--- src/rtl/mine_placer.sv ---
// Mine map builder: draws 6-bit cells from the lfsr, skips duplicates and excluded cells, and
// strobes ld_mm once NUM_MINES are placed. Define SAFE_ZONE_EN to exclude safe_pos's 3x3 block.
module mine_placer #(
  parameter int unsigned NUM_MINES       = 10,
  parameter int unsigned SHIFTS_PER_DRAW = 6,
  parameter int unsigned MAX_TRIES       = 1023
) (
  input  logic        clk,
  input  logic        resetn,
  input  logic        start,
  input  logic [5:0]  safe_pos,
  input  logic [5:0]  rnd_in,
  output logic        rnd_en,
  output logic        busy,
  output logic        done,
  output logic        err,
  output logic        ld_mm,
  output logic [63:0] mine_map
);

  localparam int unsigned TriesW = $clog2(MAX_TRIES + 1);
  localparam int unsigned ShiftW = $clog2(SHIFTS_PER_DRAW + 1);
`ifdef SAFE_ZONE_EN
  localparam int unsigned MaxMines = 55;
`else
  localparam int unsigned MaxMines = 63;
`endif

  if ((NUM_MINES < 1) || (NUM_MINES > MaxMines)) begin : gen_bad_cfg
    $error("mine_placer: NUM_MINES out of legal range");
  end

  localparam logic [2:0] StIdle   = 3'd0;
  localparam logic [2:0] StClear  = 3'd1;
  localparam logic [2:0] StDraw   = 3'd2;
  localparam logic [2:0] StCheck  = 3'd3;
  localparam logic [2:0] StFinish = 3'd4;

  logic [2:0]        state_q, state_d;
  logic [63:0]       map_q, map_d;
  logic [5:0]        count_q, count_d;
  logic [TriesW-1:0] tries_q, tries_d;
  logic [ShiftW-1:0] shift_q, shift_d;
  logic [5:0]        safe_q, safe_d;
  logic              done_q, done_d;
  logic              err_q, err_d;

  logic [63:0]       excl_mask;
  logic [5:0]        count_inc;
  logic [TriesW-1:0] tries_inc;
  logic              accept;

  always_comb begin
    excl_mask = '0;
`ifdef SAFE_ZONE_EN
    begin
      int yy;
      int xx;
      yy = 0;
      xx = 0;
      for (int dy = -1; dy <= 1; dy++) begin
        for (int dx = -1; dx <= 1; dx++) begin
          yy = int'({1'b0, safe_q[5:3]}) + dy;
          xx = int'({1'b0, safe_q[2:0]}) + dx;
          // Neighbours falling off the board are simply dropped.
          if ((yy >= 0) && (yy < 8) && (xx >= 0) && (xx < 8)) begin
            excl_mask[6'(yy * 8 + xx)] = 1'b1;
          end
        end
      end
    end
`else
    excl_mask[safe_q] = 1'b1;
`endif
  end

  assign count_inc = count_q + 6'd1;
  assign tries_inc = tries_q + 1'b1;
  assign accept    = !map_q[rnd_in] && !excl_mask[rnd_in];

  always_comb begin
    state_d = state_q;
    map_d   = map_q;
    count_d = count_q;
    tries_d = tries_q;
    shift_d = shift_q;
    safe_d  = safe_q;
    done_d  = done_q;
    err_d   = err_q;
    unique case (state_q)
      StIdle: begin
        if (start) begin
          state_d = StClear;
          done_d  = 1'b0;
          err_d   = 1'b0;
        end
      end
      StClear: begin
        map_d   = '0;
        count_d = '0;
        tries_d = '0;
        shift_d = '0;
        safe_d  = safe_pos;
        state_d = StDraw;
      end
      StDraw: begin
        if (shift_q == ShiftW'(SHIFTS_PER_DRAW - 1)) begin
          shift_d = '0;
          state_d = StCheck;
        end else begin
          shift_d = shift_q + 1'b1;
        end
      end
      StCheck: begin
        tries_d = tries_inc;
        if (accept) begin
          map_d[rnd_in] = 1'b1;
          count_d       = count_inc;
        end
        if (accept && (count_inc == 6'(NUM_MINES))) begin
          state_d = StFinish;
        end else if (tries_inc == TriesW'(MAX_TRIES)) begin
          state_d = StFinish;
          err_d   = 1'b1;
        end else begin
          state_d = StDraw;
        end
      end
      StFinish: begin
        done_d  = 1'b1;
        state_d = StIdle;
      end
      default: state_d = StIdle;
    endcase
  end

  always_ff @(posedge clk or negedge resetn) begin
    if (!resetn) begin
      state_q <= StIdle;
      map_q   <= '0;
      count_q <= '0;
      tries_q <= '0;
      shift_q <= '0;
      safe_q  <= '0;
      done_q  <= 1'b0;
      err_q   <= 1'b0;
    end else begin
      state_q <= state_d;
      map_q   <= map_d;
      count_q <= count_d;
      tries_q <= tries_d;
      shift_q <= shift_d;
      safe_q  <= safe_d;
      done_q  <= done_d;
      err_q   <= err_d;
    end
  end

  assign rnd_en   = (state_q == StDraw);
  assign busy     = (state_q != StIdle);
  assign ld_mm    = (state_q == StFinish) && !err_q;
  assign done     = done_q;
  assign err      = err_q;
  assign mine_map = map_q;

endmodule
--- config.mk ---
export PLATFORM = sky130hd
export DESIGN_NAME = mine_placer
export DESIGN_NICKNAME = d
export VERILOG_FILES = /design/src/rtl/mine_placer.sv
export SDC_FILE = /design/constraint.sdc
export NUM_CORES = 1
export LEC_CHECK = 0
export BUFFER_PORTS_ARGS = -buffer_cell sky130_fd_sc_hd__buf_2
export CELL_PAD_IN_SITES_DETAIL_PLACEMENT = 0
export CELL_PAD_IN_SITES_GLOBAL_PLACEMENT = 1
export CORE_MARGIN = 3
export CORE_UTILIZATION = 44
export DETAILED_ROUTE_END_ITERATION = 8
export PLACE_DENSITY = 0.86
export SETUP_SLACK_MARGIN = 0.05
export SYNTH_ARGS = -nofsm -noshare
export SYNTH_HDL_FRONTEND = slang
export SYNTH_SLANG_ARGS = --single-unit
export TNS_END_PERCENT = 20
--- constraint.sdc ---
create_clock -name clk -period 2.77 [get_ports clk]
set_input_delay 0.4155 -clock clk [delete_from_list [all_inputs] [get_ports clk]]
set_output_delay 0.4155 -clock clk [all_outputs]
set_load 0.03 [all_outputs]
# == Yosys cells after proc, flatten, opt, wreduce, memory -nomap -nowiden ==
# Index checks and enable logic that the tools add are counted.
# op_classes
div_mod_pow,0
bitwise,1
n_reduce_logical,18
order_cmp,4
eq_ne,12
muxes,25
n_mul,0
add_sub_neg,3
n_shift,0
# op_table
cell,count
$pmux W64 S2,1
$mux W64,1
$or A64 B64 Y64,1
$pmux W10 S2,1
$mux W3,5
$lt A6 B7 Y1 const B,2
$bmux W1 S6,2
$demux W1 S6,2
$ge A6 B1 Y1 const B,2
$pmux W3 S4,1
$pmux W6 S2,1
$add A10 B1 Y10 const B,1
$eq A10 B10 Y1 const B,1
$ne A2 B2 Y1 const B,4
$reduce_bool A2 Y1,4
$mux W1,7
$add A6 B1 Y6 const B,1
$eq A3 B2 Y1 const B,2
$eq A3 B3 Y1 const B,2
$eq A6 B4 Y1 const B,1
$mux W6,1
$pmux W3 S2,1
$reduce_and A2 Y1,3
$logic_and A1 B1 Y1,5
other kinds (8),11
# word_totals
mem_bits_rw,0
regBits,94
out_inout_bits,69
in_bits,15
word_cells,71
mem_count,0
latchBits,0
mem_bits_ro,0

# == Longest topological paths before layout ==
# Gate-level depths: netlist of run 1.
# depth
word_depth,11
mapped_depth,10
mapped_depth_nobuf,7

# == Least setup slack after synthesis of run 1 ==
# OpenSTA, ideal clock, no wires.
# synth_path
kind,input port to flip-flop
from,input rnd_in[1]
to,"register map_q[53], in the netlist mine_map[53]"
setup_slack_ns,0.390
cell_stages,9
path_buffers,3
setup_ns,0.104
t_arrival_ns,2.276
cell_sequence,buf_2 -> mux4_2 -> mux2_2 -> nor4_2 -> a31o_2 -> buf_4 -> o21ai_4 -> buf_6 -> o41ai_2
# synth_via
elab_chain_len,7
# synth_rtl
item,line,source
"start, declared",12,"input logic [5:0] rnd_in,"
$lt A6 B7 Y1 (implied by the code) or $ge A6 B1 Y1 (tied branches),117,map_d[rnd_in] = 1'b1;
$logic_and A1 B1 Y1 (implied by the code),117,
$mux W1 (implied by the code),117,
$demux W1 S6,117,
$or A64 B64 Y64 (no source line),--,
$mux W64,116,if (accept) begin
$pmux W64 S2,90,unique case (state_q)
"end signal, assigned",149,map_q <= map_d;
"end, declared",40,"logic [63:0] map_q, map_d;"
# Parallel ways exist; a longest one is shown, timed or not. The select of a mux whose other input is x is not followed.
# A chain may end at the register's enable or synchronous reset.

# == Worst setup path in the final report of run 1 ==
# layout_path
from,input rnd_in[0]
to,"register map_q[11], in the netlist mine_map[11]"
# Same word-level chain as after synthesis.

==> flow_summary_export.csv, run 1 <==
group,metric,value,unit
clock_network,postCtsSetupBuffers,0,
synth,syn-cell-area,0.00509,mm2
grt,grt_pass1_vias,4174,
synth,synth_compound_area_share,19.0,%
placed_design,hpwl,9.95,mm
critical_path,reg2reg_slack,0.38,ns
synth,syn_area_per_cell,10.2,um2
pwr,leakagePower,2.70,nW
synth,ys.flop_type,"dfrtp_1",
synth,synthSimpleGateAreaFrac,17.1,%
placed_design,portBuffers,83,
clock_network,clock_path_buffers,2,
sta,hold_viol_final,0,
critical_path,rr_worst_depth,7,
pwr,p_switching,0.00139,W
pwr,clock_power_share,29.9,%
drt,drt_iter0_drc,335,
sta,slew_headroom,42.0,%
drt,drc,0,
drt,routed_via_density,6.11,
layout,drive_above_1_share,27.6,%
critical_path,crit_start,"rnd_in[0]",
sta,layout_setup_ws,0.366,ns
critical_path,r2r-end,"mine_map[11]",
critical_path,end_kind,"register",
synth,yosys.cell_types.count,57,
pwr,p_sw_share,34.7,%
layout,final_cell_mix,"nand2_1 (98), dfrtp_1 (94), buf_2 (82)",
floorplan,initial_core_util,45.9,%
synth,synth_edf_count,0,
clock_network,numCtsBuffers,9,
grt,gr-total-overflow,0,
drt,wl_per_cell,20.1,um
layout,antenna_cells,0,
synth,postSynthCellCount,499,
pwr,power.share.combinational,28.0,%
pwr,peakVddDrop,401,uV
synth,yosys.area_share.adder,0.984,%
grt,grt_max_degree,72,
grt,antenna_found_initial,0,
synth,synth-async-reset-ratio,100,%
sta,fmax,0.416,GHz
synth,netlist_top_cells_area,"dfrtp_1 (46%), o31ai_1 (7.4%), nand2_1 (7.2%)",
placed_design,gp_congestion,0.919,
pwr,p_per_area,678,mW/mm2
floorplan,fp.coreArea,0.0111,mm2
sta,finalCriticalPeriod,2.40,ns
drt,finalWirelength,14.3,mm
pwr,pwr-share-seq,42.1,%
critical_path,worstSetupPathType,"in -> reg",
worst_hold_path,hp-class,"in -> async",
clock_network,insertion_delay,0.35,ns
floorplan,rows,38,
synth,synth_top_area_share,46.2,%
job,drv_cap,0,
sta,slew_violations,0,
clock_network,path_clk_slew,0.07,ns
layout,nets,586,
status,status,"complete, no violations",
drt,vias,4349,
critical_path,crit_fanout,30,
clock_network,root_buffer,"clkbuf_16",
critical_path,start_kind,"primary input",
clock_network,cts_resized,0,
sta,worst_pin_slew,0.870,ns
drt,dr.pass1.iters,4,
sta,setup_violations,0,
synth,ys_seq_area_share,46.2,%
floorplan,die_w,114,um
synth,yosysWarnings,0,
synth,synth_top_family_by_area,"compound AO/OA/AOI/OAI gates",
layout,area_growth,16.4,%
synth,yosysTopAreaCell,"dfrtp_1",
synth,synthesis.nets,518,
clock_network,cts_tree,"yes",
drt,postRouteAntennaNets,0,
critical_path,timing.rr.start,"mine_map[60]",
floorplan,io_pins,84,
synth,muxShareOfSynthArea,10.2,%
sta,fin_tns_setup,0,ns
clock_network,clock_sinks,94,
floorplan,die_area,0.0129,mm2
critical_path,critPathRequiredTime,3.01,ns
clock_network,cts_max_level,3,
placed_design,post-place-ws,0.0227,ns
grt,grt_pass1_wl,23.1,mm
pwr,power.internal,0.00262,W
sta,rsz0062_at_grt,"no",
sta,fin_skew,0.00937,ns
critical_path,endpoint,"mine_map[11]",
layout,layout_commonest_cell,"nand2_1",
critical_path,arrival,2.64,ns
synth,ys_seq_elements,94,
floorplan,die_y,114,um
synth,synth_xor_area_share,1.21,%
grt,grtUsageTotal,22.9,%
sta,post-route-period-util,86.8,%
clock_network,cts_hold_buffers,0,
layout,nFillCells,996,
==> flip-flops by register name (all words and copies together) (netlist names) <==
name      count
done          1
count_q       6
err           1
tries_q      10
state_q       3
mine_map     64
safe_q        6
shift_q       3
==> final cells by class <==
class	count	area, um2	area share, %
well taps	140	175	2.96
multi-input cells	355	2470	41.7
clock buffers	12	256	4.33
repair buffers	103	618	10.4
flip-flops and latches	94	2350	39.7
inverters	4	15.0	0.254
clock inverters	4	31.3	0.528
==> power by group through the flow <==
| stage | Clock [W] | Combinational, W | Sequential [W] |
|---|---|---|---|
| final | 0.00120 | 0.00112 | 0.00169 |
| after detailed placement | 0 | 0.00111 | 0.00171 |
| after global placement | 0 | 0.00108 | 0.00170 |
| after floorplan | 0 | 0.000719 | 0.00178 |
| after global routing | 0.00128 | 0.00124 | 0.00171 |
| after CTS | 0.00122 | 0.00113 | 0.00169 |
==> synthesized netlist by cell type (4+ instances only) <==
| master | instances |
|---|---|
| ha_1 | 4 |
| nor4_1 | 4 |
| nand3b_1 | 4 |
| nor3_1 | 11 |
| nor2b_1 | 4 |
| nand2_1 | 98 |
| o211ai_1 | 8 |
| buf_6 | 7 |
| clkbuf_1 | 26 |
| mux2_2 | 12 |
| o21ai_0 | 23 |
| mux4_2 | 14 |
| dfrtp_1 | 94 |
| buf_2 | 5 |
| a21oi_1 | 6 |
| a22o_1 | 10 |
| xnor2_1 | 7 |
| a21o_1 | 4 |
| mux2i_1 | 7 |
| nand3_1 | 15 |
| buf_1 | 5 |
| or3_1 | 8 |
| o31ai_1 | 50 |
| nand2b_1 | 10 |
| nor2_1 | 11 |
| inv_1 | 4 |
==> routing by layer <==
layer	vias to the layer above	wire length (um)	GRT usage [%]	part of all wire (%)
met5	-	0	0	0
met4	0	293	8.65	2.1
met3	26	978	4.14	6.8
met2	192	6880	35.8	48
met1	2153	6140	31.8	43
li1	1978	-	-	-
==> critical path, cell delays in order <==
cell and delay [ns]:
buf_2 0.28, mux4_2 0.55, mux2_2 0.28, o2bb2ai_1 0.27
a2111o_4 0.24, o21ai_4 0.10, buf_12 0.19, o31ai_1 0.30
==> cell families after synthesis <==
logic type / after synthesis
compound gates: 128
fa+ha+maj: 4
buf+inv: 50
mux: 33
simple gates: 183
xor+xnor: 7
flops: 94
==> worst min-delay path by stage <==
stage / startpoint / endpoint / depth (start not counted)
2_1_floorplan: resetn / count_q[0] / 0
3_3_place_gp: mine_map[22] / mine_map[22] / 2
3_5_place_dp: done / done / 1
4_1_cts: resetn / mine_map[19] / 1
5_1_grt: resetn / mine_map[19] / 1
6_report: resetn / mine_map[4] / 1
==> through the flow <==
stage / std cells / instance area [um2] / total power (W) / hold WS [ns] / util, %
2_1_floorplan: 499 / 5090 / 0.00250 / 0.120 / -
3_3_place_gp: 696 / 5630 / 0.00278 / 0.478 / 50.8
3_5_place_dp: 696 / 5630 / 0.00282 / 0.484 / 50.8
4_1_cts: 712 / 5920 / 0.00403 / 0.137 / 53.4
5_1_grt: 712 / 5920 / 0.00424 / 0.162 / 53.4
6_report: 712 / 5920 / 0.00401 / 0.106 / 53.4
No activity file was read; power rests on OpenSTA's default activity.
==> run 2, diff against run 1 <==
==> constraint.sdc (replaced) <==
create_clock -name clk -period 2.77 [get_ports clk]
set_input_delay 0 -clock clk [delete_from_list [all_inputs] [get_ports clk]]
set_output_delay 0 -clock clk [all_outputs]
set_load 0.03 [all_outputs]
==> run 2 against run 1 <==
Effect of this change: total power is 3.4% higher; setup slack got worse by 0.20 ns; clock skew is essentially flat; core utilization increased by 0.96 points; critical path depth is 1 lower; sequential share of layout area is 0.70 points lower.
==> flow_summary_export.csv, run 2 (synthesized netlist as in run 1, its figures left out) <==
group,metric,value,unit
drt,routed_via_density,6.01,
grt,grt_pass1_wl,23.4,mm
critical_path,end_kind,"register",
drt,drc,0,
sta,setup_violations,0,
critical_path,r2r-end,"mine_map[6]",
critical_path,start_kind,"register",
layout,antenna_cells,0,
sta,rsz0062_at_grt,"no",
clock_network,postCtsSetupBuffers,0,
critical_path,endpoint,"mine_map[6]",
placed_design,portBuffers,83,
layout,layout_commonest_cell,"nand2_1",
drt,dr.pass1.iters,5,
placed_design,dpl_cell_area,0.00563,mm2
drt,drt_iter0_drc,360,
placed_design,dp_cells,699,
clock_network,cts_tree,"yes",
drt,vias,4344,
sta,post-route-period-util,94.0,%
clock_network,root_buffer,"clkbuf_16",
placed_design,hpwl,9.79,mm
pwr,leakagePower,2.75,nW
grt,grt_pass1_vias,4284,
layout,fin_util,54.4,%
sta,fmax,0.384,GHz
critical_path,timing.rr.start,"mine_map[63]",
critical_path,rr_worst_depth,7,
placed_design,gp_congestion,0.890,
critical_path,crit_fanout,27,
worst_hold_path,hp-class,"in -> reg",
sta,hold_viol_final,0,
floorplan,fp.coreArea,0.0111,mm2
floorplan,die_w,114,um
grt,antenna_found_initial,0,
layout,stdcell_area,0.00603,mm2
drt,finalWirelength,14.3,mm
sta,fin_tns_setup,0,ns
critical_path,reg2reg_slack,0.17,ns
clock_network,numCtsBuffers,9,
sta,finalCriticalPeriod,2.60,ns
critical_path,slowest_delay,0.63,ns
floorplan,rows,38,
grt,gr-total-overflow,0,
layout,nets,597,
floorplan,die_area,0.0129,mm2
floorplan,die_y,114,um
clock_network,cts_max_level,3,
sta,slew_violations,0,
grt,grt_max_degree,72,
clock_network,insertion_delay,0.35,ns
clock_network,clock_sinks,94,
grt,grtUsageTotal,22.9,%
critical_path,critPathRequiredTime,2.98,ns
drt,wl_per_cell,19.7,um
critical_path,path_cells,"mux4_2, mux2_2, o2bb2ai_1, a2111o_4, o21ai_4, buf_12, o31ai_1",
layout,drive_above_1_share,27.4,%
floorplan,io_pins,84,
layout,fin_cells,723,
job,drv_cap,0,
critical_path,crit_start,"mine_map[63]",
floorplan,initial_core_util,45.9,%
sta,slew_headroom,42.6,%
clock_network,path_clk_slew,0.06,ns
pwr,p_per_area,688,mW/mm2
pwr,peakVddDrop,398,uV
critical_path,worstSetupPathType,"reg -> reg",
critical_path,arrival,2.82,ns
pwr,finalPower,0.00415,W
clock_network,clock_path_buffers,2,
sta,worst_pin_slew,0.861,ns
layout,area_growth,18.5,%
sta,fin_skew,0.00926,ns
layout,final_cell_mix,"nand2_1 (98), dfrtp_1 (94), buf_2 (82)",
drt,postRouteAntennaNets,0,
status,status,"complete, no violations",
layout,largest_reg_flops,64,
critical_path,cp_slowest_cell,"o21ai_4",
run 2: cell count changes in the layout (fill, tap and decap cells not counted), sizes merged:
cell / previous run / this run
dlygate4sd3: 0 / 8
buf: 103 / 106
bufinv: 0 / 2
clkinv: 4 / 2
run 2: worst min-delay path by stage:
stage	from	endpoint	cells after the start	slack [ns]
final	rnd_in[2]	mine_map[55]	3	0.20
after global placement	resetn	mine_map[19]	1	0.07
after CTS	rnd_in[2]	mine_map[55]	3	0.16
after global routing	rnd_in[2]	mine_map[55]	3	0.19
after floorplan	resetn	count_q[0]	0	-0.30
after detailed placement	resetn	tries_q[9]	1	0.08
run 2: repair_timing:
action / 4_1_cts / 5_1_grt
hold endpoints to repair: 55 / 0
gates resized for setup: 0 / 0
hold buffers: 8 / 0
run 2: layer usage:
layer	GRT usage (%)	wire (um)
met4	9.13	337
met2	36.4	6900
met1	31.4	6180
met5	0	0
met3	3.87	843
run 2: critical path, delay by kind of cell (launching register included):
kind                   cells  cell delay, ns
multiplexers               2            0.41
flip-flops                 1            0.40
buffers and inverters      1            0.26
AO/OA/AOI/OAI              4            1.38
run 2: area by class of cell:
type | instances | area, um2
Fill cell | 949 | 5050
Multi-Input combinational cell | 355 | 2470
Sequential cell | 94 | 2350
Timing Repair Buffer | 114 | 696
Clock buffer | 12 | 246
Tap cell | 140 | 175
Clock inverter | 4 | 70.1
Inverter | 4 | 15.0
run 2: stage by stage:
step | setup slack [ns] | hold WS, ns
floorplan | 0.481 | -0.296
global placement | 0.236 | 0.0680
detailed placement | 0.150 | 0.0830
CTS | 0.185 | 0.157
global route | 0.0782 | 0.194
finish | 0.166 | 0.199
run 2: power by group:
part / internal [W] / leakage (nW) / switching [W] / total, W
clock: 0.000813 / 0.157 / 0.000522 / 0.00134
combinational: 0.000444 / 1.50 / 0.000684 / 0.00113
sequential: 0.00152 / 1.09 / 0.000164 / 0.00168
